==> src/rtl/sha_block_ctrl_if.sv <==
// Handshake bundle between the SHA-256 block sequencer and its neighbours
// (mining top level, message buffer, compression core, H registers).
interface sha_block_ctrl_if #(
    parameter int unsigned ROUNDS = 64
);
    localparam int unsigned RW = (ROUNDS > 1) ? $clog2(ROUNDS) : 1;

    logic          start;
    logic          abort;
    logic          blk_ack;
    logic          blk_req;
    logic          blk_idx;
    logic          load_wv;
    logic          round_en;
    logic [RW-1:0] round;
    logic [1:0]    block;
    logic          busy;
    logic          done;

    modport master (
        output start, abort, blk_ack,
        input  blk_req, blk_idx, load_wv, round_en, round, block, busy, done
    );

    modport slave (
        input  start, abort, blk_ack,
        output blk_req, blk_idx, load_wv, round_en, round, block, busy, done
    );
endinterface

==> src/rtl/sha_block_ctrl.sv <==
// Sequencer for one SHA-256 hash over NUM_BLOCKS message blocks: requests each block,
// loads the working variables, issues ROUNDS round enables and drives the H-register block code.
module sha_block_ctrl #(
    parameter int unsigned ROUNDS     = 64,
    parameter int unsigned NUM_BLOCKS = 2
) (
    input logic              clk,
    input logic              rst_n,
    sha_block_ctrl_if.slave  bus
);
    localparam int unsigned   RW        = (ROUNDS > 1) ? $clog2(ROUNDS) : 1;
    localparam logic [RW-1:0] LastRound = RW'(ROUNDS - 1);
    localparam logic [1:0]    LastBlk   = 2'(NUM_BLOCKS);

    typedef enum logic [2:0] {
        StIdle,
        StInit,
        StReq,
        StLoad,
        StRound,
        StAcc,
        StDone
    } state_e;

    state_e        state_q, state_d;
    logic [RW-1:0] round_q, round_d;
    logic [1:0]    block_q, block_d;
    logic          blk_idx_q, blk_idx_d;
    logic [1:0]    blk_next;

    assign blk_next = {1'b0, blk_idx_q} + 2'd1;

    always_comb begin
        state_d   = state_q;
        round_d   = round_q;
        block_d   = block_q;
        blk_idx_d = blk_idx_q;
        // Abort outranks every other transition; IDLE has nothing to cancel.
        if (state_q != StIdle && bus.abort) begin
            state_d   = StIdle;
            round_d   = '0;
            block_d   = 2'd0;
            blk_idx_d = 1'b0;
        end else begin
            unique case (state_q)
                StIdle: begin
                    if (bus.start && !bus.abort) begin
                        state_d   = StInit;
                        block_d   = 2'd0;
                        blk_idx_d = 1'b0;
                    end
                end
                StInit: state_d = StReq;
                StReq: begin
                    if (bus.blk_ack) begin
                        state_d = StLoad;
                    end
                end
                StLoad: begin
                    state_d = StRound;
                    round_d = '0;
                end
                StRound: begin
                    if (round_q == LastRound) begin
                        state_d = StAcc;
                        block_d = blk_next;
                    end else begin
                        round_d = round_q + RW'(1);
                    end
                end
                StAcc: begin
                    if (blk_next == LastBlk) begin
                        state_d = StDone;
                    end else begin
                        state_d   = StReq;
                        blk_idx_d = blk_next[0];
                    end
                end
                StDone:  state_d = StIdle;
                default: state_d = StIdle;
            endcase
        end
    end

    always_ff @(posedge clk or negedge rst_n) begin
        if (!rst_n) begin
            state_q   <= StIdle;
            round_q   <= '0;
            block_q   <= 2'd0;
            blk_idx_q <= 1'b0;
        end else begin
            state_q   <= state_d;
            round_q   <= round_d;
            block_q   <= block_d;
            blk_idx_q <= blk_idx_d;
        end
    end

    assign bus.blk_req  = (state_q == StReq);
    assign bus.load_wv  = (state_q == StLoad);
    assign bus.round_en = (state_q == StRound);
    assign bus.busy     = (state_q != StIdle);
    assign bus.done     = (state_q == StDone);
    assign bus.round    = round_q;
    assign bus.block    = block_q;
    assign bus.blk_idx  = blk_idx_q;
endmodule

==> src/flat_wrapper.sv <==
// flat-port wrapper written by rule: the top's interface ports become plain ports
module sha_block_ctrl_flat 
#(
    parameter int unsigned ROUNDS     = 64,
    parameter int unsigned NUM_BLOCKS = 2
)
  (clk, rst_n, bus_start, bus_abort, bus_blk_ack, bus_blk_req, bus_blk_idx, bus_load_wv, bus_round_en, bus_round, bus_block, bus_busy, bus_done);
  sha_block_ctrl_if #(.ROUNDS(ROUNDS)) bus_i ();
  input logic clk;
  input logic rst_n;
  input wire logic [$bits(bus_i.start)-1:0] bus_start;
  input wire logic [$bits(bus_i.abort)-1:0] bus_abort;
  input wire logic [$bits(bus_i.blk_ack)-1:0] bus_blk_ack;
  output wire logic [$bits(bus_i.blk_req)-1:0] bus_blk_req;
  output wire logic [$bits(bus_i.blk_idx)-1:0] bus_blk_idx;
  output wire logic [$bits(bus_i.load_wv)-1:0] bus_load_wv;
  output wire logic [$bits(bus_i.round_en)-1:0] bus_round_en;
  output wire logic [$bits(bus_i.round)-1:0] bus_round;
  output wire logic [$bits(bus_i.block)-1:0] bus_block;
  output wire logic [$bits(bus_i.busy)-1:0] bus_busy;
  output wire logic [$bits(bus_i.done)-1:0] bus_done;
  assign bus_i.start = bus_start;
  assign bus_i.abort = bus_abort;
  assign bus_i.blk_ack = bus_blk_ack;
  assign bus_blk_req = bus_i.blk_req;
  assign bus_blk_idx = bus_i.blk_idx;
  assign bus_load_wv = bus_i.load_wv;
  assign bus_round_en = bus_i.round_en;
  assign bus_round = bus_i.round;
  assign bus_block = bus_i.block;
  assign bus_busy = bus_i.busy;
  assign bus_done = bus_i.done;
  sha_block_ctrl #(.ROUNDS(ROUNDS), .NUM_BLOCKS(NUM_BLOCKS)) u_core (.clk(clk), .rst_n(rst_n), .bus(bus_i));
endmodule
==> config.mk <==
export PLATFORM = sky130hd
export DESIGN_NAME = sha_block_ctrl_flat
export DESIGN_NICKNAME = d
export VERILOG_FILES = /design/src/rtl/sha_block_ctrl_if.sv /design/src/rtl/sha_block_ctrl.sv /design/src/flat_wrapper.sv
export SDC_FILE = /design/constraint.sdc
export NUM_CORES = 1
export LEC_CHECK = 0
export BUFFER_PORTS_ARGS = -buffer_cell sky130_fd_sc_hd__clkbuf_2
export CORE_MARGIN = 2
export CORE_UTILIZATION = 30
export CTS_BUF_LIST = sky130_fd_sc_hd__clkbuf_4 sky130_fd_sc_hd__clkbuf_8
export CTS_CLUSTER_SIZE = 25
export DETAILED_ROUTE_END_ITERATION = 8
export GPL_ROUTABILITY_DRIVEN = 0
export PLACE_DENSITY_LB_ADDON = 0.12
export SETUP_SLACK_MARGIN = 0.4
export SYNTH_ARGS = -nofsm -noshare
export SYNTH_HDL_FRONTEND = slang
export SYNTH_SLANG_ARGS = --single-unit
==> constraint.sdc <==
create_clock -name clk -period 1.9 [get_ports clk]
set_clock_uncertainty 0.2 [all_clocks]
set_input_delay 0.38 -clock clk [delete_from_list [all_inputs] [get_ports clk]]
set_output_delay 0.38 -clock clk [all_outputs]
set_load 0.01 [all_outputs]
# Word level (Yosys, flattened, before mapping)
# Index checks and enable logic that the tools add are counted.
# classes
addsub	2
eq_ne	13
n_mux	17
reduce_logical	12
# ops
cell	n
one-hot mux 3 bit (6 select lines)	1
2-to-1 mux 3 bit	5
2-to-1 mux 6 bit	2
one-hot mux 6 bit (2 select lines)	1
nonzero test 3 bit	4
== test 3 bit, second input constant	3
inequality test 3 x 2 -> 1 bit, second input constant	3
AND reduction 3 bit	3
adder 6 x 1 -> 6 bit, second input constant	1
== test 3 x 2 -> 1 bit, second input constant	2
== test 6 bit, second input constant	1
2-to-1 mux 2 bit	3
inequality test 3 x 1 -> 1 bit, second input constant	2
one-hot mux 2 bit (2 select lines)	1
== test 3 x 1 -> 1 bit, second input constant	1
logical NOT 3 bit	1
2-to-1 mux 1 bit	3
adder 1 x 1 -> 2 bit, second input constant	1
== test 2 bit, second input constant	1
logical AND 1 bit	2
one-hot mux 1 bit (2 select lines)	1
AND reduction 2 bit	1
logical NOT 1 bit	1
# totals
register_bits	12

# Depth between registers and ports, before layout
# depth
word_depth	5
ltp_mapped	5
depth_no_buf	5

# Worst setup path before layout
# No wires, ideal clock.
# synth_path
path_type	reg-to-reg
from	register u_core.round_q[0], in the netlist u_core.bus.round[0]
to	register u_core.block_q[0], in the netlist u_core.bus.block[0]
setup_time_ns	0.128
t_arrival_ns	1.596
required_time_ns	1.572
setup_slack_ns	-0.023
stages_incl_launch_ff	6
path_buffers	0
period_less_slack_ns	1.923
cell_sequence	dfrtp_1 ha_1 and2_4 nand4_4 a311oi_2 mux2_1
# synth_via
elab_chain_cells	3
# synth_lines
item	line_no	rtl
start, declared	sha_block_ctrl.sv:26	logic [RW-1:0] round_q, round_d;
start signal, assigned	sha_block_ctrl.sv:93	round_q <= round_d;
== test 6 bit	sha_block_ctrl.sv:64	if (round_q == LastRound) begin
inequality test 3 x 1 -> 1 bit (no source line)	--	
AND reduction 3 bit (no source line)	--	
end signal, assigned	sha_block_ctrl.sv:94	block_q <= block_d;
end, declared	sha_block_ctrl.sv:27	logic [1:0] block_q, block_d;
# Every way passes these cells.
# A chain may end at the register's enable or synchronous reset.

# Final worst setup path
# layout_path
from	register u_core.state_q[2]
to	output bus_busy
# layout_via
elab_chain_cells	1
# layout_lines
item	line_no	rtl
start, declared	sha_block_ctrl.sv:25	state_e state_q, state_d;
start signal, assigned	sha_block_ctrl.sv:87	state_q <= StIdle;
start signal, assigned	sha_block_ctrl.sv:92	state_q <= state_d;
nonzero test 3 bit	sha_block_ctrl.sv:102	assign bus.busy = (state_q != StIdle);
end, declared	flat_wrapper.sv:20	output wire logic [$bits(bus_i.busy)-1:0] bus_busy;
# Every way passes these cells.

==> results.ini <==
[status]
status = complete, no violations

[detailed_routing]
wl_per_cell_um = 13.18
drt-total-wl_mm = 2.004
detail-route-antenna-nets = 0
detail_route.first_pass.iterations = 4
via_per_inst = 4.921
vias = 748
post-route-drc-count = 0
first_iter_violations = 5

[sta]
maxSlewViolCount = 0
rsz0062_at_grt = true
tightest_slew_ns = 0.3251
finalSetupViolCount = 0
fin_crit_sh = 0.9841
period_needed_ns = 1.870
finalHoldViolations = 0
slew_headroom = 0.7832
fmax_ghz = 0.5348

[finish]
antennaDiodeCount = 0
final_cells = 152
areaGrowthSynthToFinish_pct = 67.17
finalNetCount = 129
drive_gt1_frac = 0.5902

[grt]
track_usage = 0.1576
grt_start_max_net_pins = 13
grt-ovfl-total = 0
grt_pass1_vias = 733
grt_pass1_wl_mm = 3.215
antenna_found_initial = 0

[die]
dieHeight_um = 53.78
coreArea_um2 = 2410
ios = 19
dieArea_um2 = 2892
rows = 18
start_util = 0.3084
die_w_um = 53.78

[synthesis]
syn_nets = 84
syn_inst = 78
yosys_warnings = 0
yosys.area.top_type = dfrtp_1
synth-edff-count = 0
syn_area_um2 = 743.2
synth_flop_cell = dfrtp_1
synth-seq-area-share = 0.4040
synth_common_cells = dfrtp_1, nand2_1, nor2_1
synth_top_cell_area_share = 0.4040
yosysMostFrequentCell = dfrtp_1
ys_types = 30
avgSynthCellArea_um2 = 9.528
ys_top_cells_by_area = dfrtp_1, o22a_1, nand2_1, nor2_1, a21oi_1
ys_ff_latch = 12
synth-async-reset-ratio = 1.000

[power]
powerDensity_nw_per_um2 = 551.2
ir_worst_vdd_v = 0.0004775
p_leak_nw = 0.5962
p_total_mw = 0.6849

[clock_tree]
htreeDepth = 1
path_clk_slew_ns = 0.08
cts_root_buffer = clkbuf_4
cts_tree = built
cts.sinks = 12
numCtsBuffers = 3
clk_path_buf_depth = 2
clk_latency_ns = 0.27

[worst_setup_path]
critPathCaptureType = output pin
setup.worst_path.class = reg -> out
crit_path_start_kind = flop
reg2reg_depth = 7
required_ns = 1.32
path_max_fanout = 7
cp_data_arrival_time_ns = 1.29

[worst_hold_path]
hp-class = in -> reg
holdPathStages = 4

[flow_run]
cap_violations = 0

[placement]
dp_hpwl_mm = 1.275
io_buffers = 18
dp_cells = 128

metrics by stage:
| step | TNS [ns] | util | cell area, µm² | hold slack, ns | setup WS [ns] |
|---|---|---|---|---|---|
| detailed placement | 0 | 0.3728 | 898.4 | 0.09962 | 0.09042 |
| global route | -0.005331 | 0.5156 | 1242 | 0.2498 | -0.003344 |
| floorplan | 0 | - | 754.5 | -0.1156 | 0.001633 |
| global placement | 0 | 0.3728 | 898.4 | 0.09562 | 0.1232 |
| CTS | 0 | 0.4564 | 1100 | 0.2225 | 0.03802 |
| finish | 0 | 0.5156 | 1242 | 0.2397 | 0.03025 |
metal layers:
layer	vias to the layer above	routed length, µm	track usage
met5	-	0	0
met4	0	30	0.06838
met3	4	87	0.05833
met2	16	1000	0.2520
met1	359	885	0.1880
li1	369	-	-
area by class of cell:
class                           instances  area, µm²
Clock buffer                            4      36.28
Fill cell                             215       1167
Inverter                                4      15.01
Multi-Input combinational cell         59      505.5
Sequential cell                        12      309.0
Tap cell                               30      37.54
Timing Repair Buffer                   43      339.1
path summary, 6_finish.rpt:
kind | from | end | slack (ns)
min in group asynchronous | rst_n | u_core.state_q[0]$_DFFE_PN0P_ | 0.33
max | u_core.state_q[2]$_DFFE_PN0P_ | bus_busy | 0.03
min | bus_start | u_core.bus.blk_idx$_DFFE_PN0P_ | 0.24
max in group asynchronous | rst_n | u_core.bus.round[5]$_DFFE_PN0P_ | 0.91
max reg2reg | u_core.state_q[0]$_DFFE_PN0P_ | u_core.bus.round[2]$_DFFE_PN0P_ | 0.13
min reg2reg | u_core.bus.block[0]$_DFFE_PN0P_ | u_core.bus.block[0]$_DFFE_PN0P_ | 0.33
cell usage in the layout (no fill, tap or decap), types with 2 or more instances in the layout:
master and n:
and2_4 3, buf_4 15, dfrtp_2 7, nand2_1 6, nor2_1 7, clkbuf_4 3
a21boi_0 3, a21oi_1 4, inv_1 4, o22a_1 4, dfrtp_1 5, nor2b_4 2
o21ai_2 2, mux2i_1 2, clkbuf_2 12, o21ai_0 3, buf_2 2, and3b_1 2
buf_6 13, a31oi_1 2
worst max-delay path, stage by stage, from the launching register on:
cell and delay (ns):
dfrtp_2 0.48, or3_4 0.41, buf_6 0.13
logic make-up after synthesis:
family          count (synthesis)  synth area share
fa+ha+maj                       1           0.01683
flops                          12            0.4040
buf+inv                         7           0.04377
compound gates                 25            0.2390
simple gates                   30            0.2542
mux                             3           0.04209
state kept, by name, summed over array words and instances, names as in the netlist:
name and cells:
u_core.bus.block 2, u_core.state_q 3, u_core.bus.blk_idx 1, u_core.bus.round 6
where the power goes:
group	total, mW	internal [mW]	switching (mW)
clock	0.205	0.116	0.0887
combinational	0.205	0.118	0.0873
sequential	0.275	0.264	0.0109
total	0.685	0.498	0.187
repair_timing:
item | CTS | global route
setup endpoints to repair | 17 | 23
setup buffers | 13 | 6
pin swaps | 5 | 7
hold buffers | 1 | 0
gates resized for setup | 18 | 28
endpoints found under the hold margin | 12 | 0
(Power assumes the default switching activity.)
